===== config.mk =====
export PLATFORM = sky130hd
export DESIGN_NAME = lmsm_sequencer
export DESIGN_NICKNAME = d
export VERILOG_FILES = /design/src/rtl/risc_pkg.sv /design/src/rtl/lsb_prio_enc8.sv /design/src/rtl/lmsm_sequencer.sv
export SDC_FILE = /design/constraint.sdc
export NUM_CORES = 1
export LEC_CHECK = 0
export ABC_AREA = 1
export ABC_CLOCK_PERIOD_IN_PS = 2100
export CAP_MARGIN = 20
export CORE_MARGIN = 4
export CORE_UTILIZATION = 47
export CTS_BUF_LIST = sky130_fd_sc_hd__clkbuf_8
export CTS_CLUSTER_SIZE = 14
export DETAILED_ROUTE_END_ITERATION = 12
export HOLD_SLACK_MARGIN = 0.05
export PLACE_DENSITY_LB_ADDON = 0.3
export SLEW_MARGIN = 20
export SYNTH_ARGS = -nofsm -noshare
export SYNTH_HDL_FRONTEND = slang
export SYNTH_SLANG_ARGS = --single-unit

===== constraint.sdc =====
create_clock -name clk -period 2.1 [get_ports clk]
set_clock_uncertainty 0.1 [all_clocks]
set_input_delay 0.315 -clock clk [delete_from_list [all_inputs] [get_ports clk]]
set_output_delay 0.315 -clock clk [all_outputs]
set_load 0.1 [all_outputs]

===== src/rtl/risc_pkg.sv =====
// Shared definitions for the RISC core: opcodes, datapath widths and the
// LM/SM sequencer state type.
package risc_pkg;

  localparam logic [3:0] OP_LM = 4'b0110;
  localparam logic [3:0] OP_SM = 4'b0111;

  localparam int REG_LIST_W = 8;
  localparam int ADDR_W     = 16;
  localparam int OFFSET_W   = 8;

  typedef enum logic {
    IDLE = 1'b0,
    RUN  = 1'b1
  } lmsm_state_t;

endpackage


===== src/rtl/lsb_prio_enc8.sv =====
// Lowest-set-bit encoder over an 8-bit register mask: index of the bit,
// the bit as a one-hot clear mask, and flags for "any set" / "exactly one set".
module lsb_prio_enc8
  import risc_pkg::*;
(
  input  logic [REG_LIST_W-1:0] mask,
  output logic [2:0]            idx,
  output logic                  any,
  output logic [REG_LIST_W-1:0] one_hot_clear,
  output logic                  single
);

  // Scan from the top down so the lowest set bit is the last one written.
  always_comb begin
    idx           = 3'd0;
    one_hot_clear = '0;
    for (int i = REG_LIST_W - 1; i >= 0; i--) begin
      if (mask[i]) begin
        idx           = 3'(i);
        one_hot_clear = REG_LIST_W'(1) << i;
      end
    end
  end

  assign any    = |mask;
  assign single = any && ((mask & (mask - REG_LIST_W'(1))) == '0);

endmodule


===== src/rtl/lmsm_sequencer.sv =====
// Expands a decoded LM/SM into one single-register memory micro-op per set
// bit of the register list, lowest register first, one per accepted cycle.
module lmsm_sequencer
  import risc_pkg::*;
(
  input  logic                  clk,
  input  logic                  rst_n,
  input  logic                  start,
  input  logic                  is_lm,
  input  logic [REG_LIST_W-1:0] reg_list,
  input  logic [ADDR_W-1:0]     base_addr,
  input  logic                  stall_in,
  input  logic                  flush,
  output logic                  busy,
  output logic                  hold_fetch,
  output logic                  uop_valid,
  output logic                  uop_is_load,
  output logic [2:0]            uop_reg,
  output logic [ADDR_W-1:0]     uop_addr,
  output logic                  uop_last
);

  lmsm_state_t           state_q, state_d;
  logic [REG_LIST_W-1:0] mask_q, mask_d;
  logic                  is_lm_q, is_lm_d;
  logic [ADDR_W-1:0]     base_q, base_d;
  logic [OFFSET_W-1:0]   offset_q, offset_d;

  logic [2:0]            enc_idx;
  logic                  enc_any;
  logic [REG_LIST_W-1:0] enc_bit;
  logic                  enc_single;
  logic                  accept;
  logic                  start_ok;

  lsb_prio_enc8 u_enc (
    .mask          (mask_q),
    .idx           (enc_idx),
    .any           (enc_any),
    .one_hot_clear (enc_bit),
    .single        (enc_single)
  );

  assign busy        = (state_q == RUN);
  assign uop_valid   = busy && !flush;
  assign uop_is_load = is_lm_q;
  assign uop_reg     = enc_idx;
  assign uop_addr    = base_q + ADDR_W'(offset_q);
  assign uop_last    = busy && enc_single;

  assign start_ok    = start && (reg_list != '0) && !flush;
  assign hold_fetch  = busy || start_ok;
  assign accept      = uop_valid && !stall_in && enc_any;

  // Flush outranks acceptance; a start seen during RUN is simply dropped.
  always_comb begin
    state_d  = state_q;
    mask_d   = mask_q;
    is_lm_d  = is_lm_q;
    base_d   = base_q;
    offset_d = offset_q;
    unique case (state_q)
      IDLE: begin
        if (start_ok) begin
          state_d  = RUN;
          mask_d   = reg_list;
          is_lm_d  = is_lm;
          base_d   = base_addr;
          offset_d = '0;
        end
      end
      RUN: begin
        if (flush) begin
          state_d = IDLE;
          mask_d  = '0;
        end else if (accept) begin
          mask_d   = mask_q & ~enc_bit;
          offset_d = offset_q + OFFSET_W'(1);
          if (enc_single) state_d = IDLE;
        end
      end
      default: state_d = IDLE;
    endcase
  end

  always_ff @(posedge clk) begin
    if (!rst_n) begin
      state_q  <= IDLE;
      mask_q   <= '0;
      is_lm_q  <= 1'b0;
      base_q   <= '0;
      offset_q <= '0;
    end else begin
      state_q  <= state_d;
      mask_q   <= mask_d;
      is_lm_q  <= is_lm_d;
      base_q   <= base_d;
      offset_q <= offset_d;
    end
  end

endmodule


* After elaboration in Yosys (flattened, before gate mapping)
Cells that the tools add are included.
Cells by class: add/sub/neg operators 3, eq/ne operators 4, muxes and demuxes 29, bitwise logic cells 4, reductions and logical operators 16
Operators with widths (count):
- two-way mux 8 bit | 14
- one-hot mux 8 bit (2 select lines) | 2
- two-way mux 3 bit | 8
- adder 16 x 8 -> 16 bit | 1
- bitwise AND 8 bit | 2
- adder 8 x 1 -> 8 bit (second input constant) | 1
- logical NOT 8 bit | 1
- inverter 8 bit | 1
- nonzero test 8 bit | 1
- OR reduction 8 bit | 1
- subtractor 8 x 1 -> 8 bit (second input constant) | 1
- logical AND 1 bit | 7
- two-way mux 1 bit | 4
- inequality test 2 bit (second input constant) | 2
- AND reduction 2 bit | 2
- inequality test 3 x 2 -> 1 bit (second input constant) | 1
- AND reduction 3 bit | 1
- logical NOT 1 bit | 2
- inequality test 2 x 1 -> 1 bit (second input constant) | 1
- one-hot mux 1 bit (2 select lines) | 1
- logical OR 1 bit | 1
- inverter 1 bit | 1
Word-level totals: register bits 34, input port bits 30, output and inout bits 24, word-level logic and storage cells 61

* Depth between registers and ports, before layout
Gate-level depths: netlist of the first run.
depth in word-level cells 13, depth in mapped cells 10, mapped depth without buffers 10

* Cells and area by module
From an unflattened synthesis of the first run, not the netlist that was laid out.
Second synthesis, totals: cell total of the unflattened synthesis 410, area total of the unflattened synthesis 2517.4 um^2
Modules (own cells, without submodules):
- lmsm_sequencer | times used 1, cells an instance 363, area each 2282.2 um^2, sequential area each 680.7 um^2
- lsb_prio_enc8 | times used 1, cells an instance 47, area each 235.2 um^2, sequential area each 0.0 um^2

* Least setup slack after synthesis of the first run
Ideal clock, no wire load.
kind reg2out, from register offset_q[0], to output uop_addr[10], arrival time 2.908 ns, data required time 1.685 ns, slack -1.223 ns, cell stages (with the launch flop) 9, buffers on the path 0, cells stage by stage dfxtp_1 ha_1 inv_1 fa_1 o21ai_2 nand2_1 nand3_1 nand2_1 xor2_1
On the way: word-level cells in the longest chain between the ends 1
Ends and longest elaborated chain:
- from (decl) | line lmsm_sequencer.sv:27 | logic [OFFSET_W-1:0] offset_q, offset_d;
- from (signal assigned) | line lmsm_sequencer.sv:98 | offset_q <= offset_d;
- adder 16 x 8 -> 16 bit | line lmsm_sequencer.sv:48 | assign uop_addr = base_q + ADDR_W'(offset_q);
- to (decl) | line lmsm_sequencer.sv:19 | output logic [ADDR_W-1:0] uop_addr,
No other way between the ends.

* Worst setup path after layout of the first run
from register offset_q[0], to output uop_addr[12]
Same word-level chain as after synthesis.

==> summary.txt, run 1 <==
Yosys
  • Synth Area in XOR/XNOR: around 5.0%
  • Post-synthesis instance total: ~330
  • Avg Synthesized Cell Area: about 6.8 sq um
  • Simple-Gate Fraction of Synth Area: 30.79%
  • Synth Register Bits: 34
  • Top cell type by total area after synthesis: dfxtp_1
  • Largest family of logic cells by synthesized area: simple AND/OR/NAND/NOR gates
  • Yosys warning count: 0
  • Post-synthesis adder-cell area fraction: 5.869%
  • Synth top area share: a little under a third
  • Ys flop type: dfxtp_1
  • Post-synth EDFFs: 0
  • Sequential fraction of the synthesis area: 30.12%
  • Most frequent cell after synthesis: nand2_1
  • Synth cell types: 38
  • Synth area leaders: dfxtp_1, nand2_1, a21oi_1
  • Synth async-reset ratio: 0%
  • Commonest cells post-synth: nand2_1, inv_1, nor2_1
  • Synth Area in Compound Gates: between 10% and 20%
  • Synth Cell Area: between 2000 and 2500 sq um
  • Multiplexer share of the synthesized area: 0%
  • Synth Net Count: approximately 370

Power
  • Leakage power: between 1.5 and 2 nW
  • Pwr Total: about 0.0023 W
  • Max rail drop VDD: 507.0 uV
  • Cell Pwr Density: 577.9 nW/um^2

Setup path
  • Critical path's largest stage delay: 0.37 ns
  • Worst Setup Start Kind: flip-flop
  • End of the worst register-to-register path: offset_q[6]
  • Critical Path AT: around 2.1 ns
  • Cell depth of the worst flop-to-flop path: 9
  • Worst r2r src: offset_q[0]
  • Critical path peak fanout: 4
  • Slowest library cell on the worst path: fa_2
  • WS Path Type: reg -> out
  • CP cell instances: ha_4 -> inv_2 -> fa_2 -> o21ai_4 -> nand2_2 -> nand3_4 -> nand2_8 -> o21ai_4 -> nand2_8 -> buf_12
  • Reg-to-reg slack, setup: about 0.47 ns
  • CP endpoint kind: output pin
  • Worst Path Required: around 1.7 ns

Detailed routing
  • Via/cell ratio: ~5.7
  • Pre-antenna DRT Iters: 7
  • Antenna Violating Nets Remaining: 0
  • Vias: around 2600
  • DRC viols: 0
  • Wire length per cell: 16.56 um
  • Detailed Route WL: roughly 7700 um
  • Initial DRC count: 147

Worst hold path
  • Min-delay src: uop_is_load
  • Hold Crit Endpoint: uop_is_load
  • Worst Hold Path Cells: 2
  • Min-Delay Path Class: reg -> reg

Floorplan
  • CORE AREA: 4504 sq um
  • I/O pin count: 54
  • Num rows: 24
  • Chip Height: 77.34 um
  • Starting Density: 50.17%
  • DIE AREA: 5981 sq um
  • Die width: about 77 um

Cells and area
  • NumNets Final: roughly 450
  • Fill count: between 150 and 200
  • Antenna cells: 0
  • Area grow syn2layout: 76.63%
  • Share of layout cells above drive strength 1: a little over two fifths
  • Post-route cell area: roughly 4000 sq um

Timing
  • Relative slew slack: about two thirds
  • Fin. Hold Viols: 0
  • RSZ-0062 raised after global routing: true
  • Worst setup margin: -0.3739 ns
  • Final setup fails: 14
  • Setup TNS: -3.591 ns
  • Hold WS: ~0.34 ns
  • Fmax achieved: 0.4042 GHz
  • Final Max Tran Viols: 0
  • Final Cycle Share: 117.8%
  • Slew at the pin closest to its max-slew limit: approximately 0.47 ns
  • Crit path time final: roughly 2.5 ns

GRT
  • Largest net degree at the start of global routing: 26
  • Number of global-route vias before repair: 2519
  • Total grt overflow: 0
  • Global-route usage over all layers: 22.44%
  • First-pass GRT wire length: 11090 um
  • Initial antenna violation count: 0

Placed design
  • GPL Wtd Cong: 0.8854
  • Dpl hpwl: approximately 5000 um
  • Pre-CTS WS: -0.09945 ns
  • # port buffers: 53
  • DP Area: around 3600 sq um

CTS
  • CTS Buf Count: 5
  • Clk_lat worst skew: ~0.29 ns
  • H-tree depth: 2
  • Clock sinks: 34
  • Clock-pin slew on the worst setup and hold paths: 0.07 ns
  • Bufs on Longest Clock Path: 2
  • TritonCTS clock tree: yes
  • Root Driver: clkbuf_8

Outcome
  • Outcome: finished, violations left
  • Failing checks: setup timing

Run
  • Max_cap viols: 0
[cells in the final DEF, fill, tap and decap left out, types with 2 or more instances in the layout]
master / n
o21ai_4: 4
xnor2_4: 3
o21ai_2: 2
ha_4: 6
nand3_1: 12
nor2_1: 24
nand2_2: 13
o21ai_1: 3
buf_12: 23
nand2_1: 47
o22ai_1: 2
inv_1: 38
a21oi_2: 5
xor2_1: 3
nand3_2: 6
nor2_4: 9
xor2_4: 6
nand3_4: 3
clkdlybuf4s50_1: 29
dfxtp_4: 5
nand2_4: 9
nor2_2: 7
o21ai_0: 26
nand4_1: 2
a21oi_1: 31
dfxtp_2: 15
nand2_8: 6
dfxtp_1: 14
clkbuf_8: 6
inv_2: 6
ha_1: 3
buf_4: 24
buf_6: 6
[metrics by stage]
stage / cells / utilization (%)
finish: 466 / 88.61
detailed placement: 448 / 79.44
CTS: 460 / 83.33
floorplan: 331 / -
global placement: 448 / 79.44
global route: 466 / 88.61
[where the power goes]
group | total [W] | internal (W) | leakage, nW | switching, W
registers | 0.000749 | 0.000688 | 0.288 | 0.0000611
logic | 0.00104 | 0.000383 | 1.30 | 0.000656
clock network | 0.000518 | 0.000260 | 0.0524 | 0.000258
[area by class of cell]
class,instances,area (sq um),area share (%)
Sequential cell,34,718.2,17.99
Clock buffer,6,82.58,2.069
Multi-Input combinational cell,244,1937,48.53
Inverter,46,181.4,4.545
Tap cell,52,65.06,1.630
Timing Repair Buffer,82,998.5,25.02
Clock inverter,2,8.758,0.2194
[timing repair]
action,4_1_cts,5_1_grt
buffers inserted,4,7
setup endpoints to repair,14,15
cloned,0,0
hold buffers,0,0
resized for setup,11,61
endpoints found under the hold margin,0,0
pin swaps,6,26
[metal layers]
metal / up-vias / GRT usage [%] / wire length [um]
met5: - / 0 / 0
met4: 0 / 5.872 / 219
met3: 30 / 4.861 / 553
met2: 154 / 41.97 / 4089
met1: 1213 / 25.72 / 2854
li1: 1242 / - / -
[how the worst max path moves through the flow]
stage	from	cells past startpoint	slack, ns	to
2_1_floorplan	offset_q[0]	5	-0.35	uop_addr[4]
3_3_place_gp	offset_q[0]	10	-0.06	uop_addr[12]
3_5_place_dp	offset_q[0]	10	-0.1	uop_addr[12]
4_1_cts	offset_q[0]	11	-0.36	uop_addr[14]
5_1_grt	offset_q[0]	10	-0.46	uop_addr[12]
6_report	offset_q[0]	10	-0.37	uop_addr[12]
[registers in the layout, indices dropped and copies added (netlist names)]
signal / flops
busy: 1
mask_q: 8
base_q: 16
uop_is_load: 1
offset_q: 8
[worst max-delay path: cells and delay by family, from the launching register on]
family | cells | cell delay [ns]
AO/OA/AOI/OAI | 2 | 0.35
adder cells (fa/ha/maj) | 2 | 0.51
buffers and inverters | 2 | 0.21
flip-flops | 1 | 0.36
AND/OR/NAND/NOR | 4 | 0.33
[logic make-up (layout without fill, tap and decap cells)]
| family | count (synthesis) | count (layout) |
|---|---|---|
| fa+ha+maj | 10 | 10 |
| compound gates | 78 | 78 |
| simple gates | 143 | 143 |
| buf+inv | 53 | 136 |
| xor+xnor | 13 | 13 |
| flops | 34 | 34 |
Note: power is estimated with default switching activity, not from simulation.
==> run 2, diff against run 1 <==
--- a/config.mk
+++ b/config.mk
@@ -14,6 +14,7 @@
 export CTS_CLUSTER_SIZE = 14
 export DETAILED_ROUTE_END_ITERATION = 12
 export HOLD_SLACK_MARGIN = 0.05
+export MAX_ROUTING_LAYER = met4
 export PLACE_DENSITY_LB_ADDON = 0.3
 export SLEW_MARGIN = 20
 export SYNTH_ARGS = -nofsm -noshare
==> run 2 against run 1 <==
Effect of this change: the run still ends with setup timing left; critical path depth did not move; flip-flop and latch count is the same; via count is 0.45% lower; cell count is the same; first-iteration DRC count grew 27%; clock power shrank 1%.
==> summary.txt, run 2 (same netlist as run 1, synthesis figures left out) <==
Outcome
  • Outcome: finished, violations left
  • Failing checks: setup timing

CTS
  • Bufs on Longest Clock Path: 2
  • Clock sinks: 34
  • Hold buffers post-CTS: 0
  • H-tree depth: 2
  • TritonCTS clock tree: yes
  • Clock-pin slew on the worst setup and hold paths: approximately 0.060 ns
  • Root Driver: clkbuf_8
  • CTS Buf Count: 5
  • Clk_lat worst skew: around 0.29 ns

Timing
  • Fmax achieved: around 0.40 GHz
  • RSZ-0062 raised after global routing: true
  • Relative slew slack: about two thirds
  • Final Cycle Share: 118.2%
  • Worst setup margin: -0.3831 ns
  • Fin. Hold Viols: 0
  • Final Max Tran Viols: 0
  • Crit path time final: 2.483 ns
  • Final setup fails: 14
  • Slew at the pin closest to its max-slew limit: ~0.47 ns
  • Hold WS: 0.3439 ns
  • Setup TNS: -3.626 ns

GRT
  • Initial antenna violation count: 0
  • Total grt overflow: 0
  • Number of global-route vias before repair: 2517
  • Largest net degree at the start of global routing: 26
  • Global-route usage over all layers: 23.16%
  • First-pass GRT wire length: between 10000 and 15000 um

Worst hold path
  • Min-Delay Path Class: reg -> reg
  • Worst Hold Path Cells: 2

Setup path
  • Worst Path Required: about 1.7 ns
  • CP endpoint kind: output pin
  • CP bufs+invs: 2
  • Top delay family on crit path: adder cells
  • CP cell instances: ha_4 -> inv_2 -> fa_2 -> o21ai_4 -> nand2_2 -> nand3_4 -> nand2_8 -> o21ai_4 -> nand2_8 -> buf_12
  • Slowest library cell on the worst path: fa_2
  • WP depth: 10
  • Critical path's largest stage delay: between 0.3 and 0.4 ns
  • Cell depth of the worst flop-to-flop path: 9
  • Critical path peak fanout: 4
  • Critical Path AT: 2.07 ns
  • Worst Setup Start Kind: flip-flop
  • WS Path Type: reg -> out

Cells and area
  • Largest regs: base_q x16, mask_q x8, offset_q x8
  • Antenna cells: 0
  • Most frequent cells in the layout: nand2_1, inv_1, a21oi_1, clkdlybuf4s50_1, o21ai_0
  • Biggest register: base_q
  • Final std cells w/o fill: 466
  • Share of layout cells above drive strength 1: between 40% and 50%
  • Area grow syn2layout: 76.63%
  • Max reg flops: 16
  • NumNets Final: 453
  • Commonest non-fill, non-tap cell in the layout: nand2_1
  • Post-route cell area: 3991 sq um

Power
  • Sw power: just under 0.001 W
  • Leakage power: between 1.5 and 2 nW
  • Clk pwr share: ~22%
  • Comb power frac: a little under half
  • Seq pwr share: about 33%
  • Net Sw Frac: between 40% and 50%
  • Internal power: between 0.001 and 0.0015 W
  • Cell Pwr Density: 576.5 nW/um^2
  • Max rail drop VDD: between 500 and 600 uV

Floorplan
  • Chip Height: between 70 and 80 um
  • DIE AREA: between 5000 and 6000 sq um
  • I/O pin count: 54
  • Num rows: 24
  • Die width: ~77 um
  • CORE AREA: approximately 4500 sq um
  • Starting Density: between 50% and 60%

Detailed routing
  • Antenna Violating Nets Remaining: 0
  • Metal2 WL: between 4000 and 5000 um
  • Wire length per cell: 16.50 um
  • Via/cell ratio: about 5.6
  • DRC viols: 0
  • Vias: 2627
  • Detailed Route WL: ~7700 um
  • Pre-antenna DRT Iters: 5
  • Met3 wire len: roughly 480 um
  • Met1 wire length: 2915 um
  • Initial DRC count: 187
  • Max Used Layer: met4

Placed design
  • DP Area: around 3600 sq um
  • # port buffers: 53
  • GPL Wtd Cong: between 0.9 and 1
  • Pre-CTS WS: -0.09945 ns
  • Dpl hpwl: ~5000 um
  • Cells after DPL: about 450

Run
  • Max_cap viols: 0
run 2: cell counts in the layout (fill, tap and decap cells not counted):
Identical to the previous run, type by type.
run 2: final cells by class:
class                           count  area [sq um]
Multi-Input combinational cell    244          1937
Timing Repair Buffer               82         998.5
Sequential cell                    34         718.2
Fill cell                         193         513.0
Inverter                           46         181.4
Clock buffer                        6         82.58
Tap cell                           52         65.06
Clock inverter                      2         8.758
run 2: worst paths after layout:
check | end | startpoint | slack [ns]
worst min-delay path | uop_is_load | uop_is_load | 0.34
worst min register to register | uop_is_load | uop_is_load | 0.34
worst max register to register | offset_q[6] | offset_q[0] | 0.44
worst max-delay path | uop_addr[12] | offset_q[0] | -0.38
run 2: power by group through the flow:
stage          clock [W]  sequential (W)  combinational [W]
2_1_floorplan          0        0.000760           0.000627
3_3_place_gp           0        0.000745           0.000948
3_5_place_dp           0        0.000749           0.000964
4_1_cts         0.000504        0.000734           0.000980
5_1_grt         0.000536        0.000753            0.00109
6_report        0.000513        0.000749            0.00104
run 2: stage by stage:
stage | utilization [%] | power [W]
after floorplan | - | 0.001388
after global placement | 79.44 | 0.001693
after detailed placement | 79.44 | 0.001713
after CTS | 83.33 | 0.002219
after global routing | 88.61 | 0.002378
final | 88.61 | 0.002301
run 2: timing repair:
| item | 4_1_cts | 5_1_grt |
|---|---|---|
| pin swaps | 6 | 26 |
| gates resized for setup | 11 | 61 |
| setup buffers | 4 | 7 |
| setup endpoints to repair | 14 | 15 |
run 2: tightest hold or removal path, delay by kind of cell, from the launching register on:
family	cells	cell delay, ns
AO/OA/AOI/OAI	1	0.05
flip-flops	1	0.31
buffers and inverters	1	0.05
run 2: metal layers:
layer | vias to the layer above | GRT usage, %
met5 | - | -
met4 | 0 | 5.872
met3 | 28 | 4.861
met2 | 127 | 41.80
met1 | 1235 | 26.01
li1 | 1237 | -
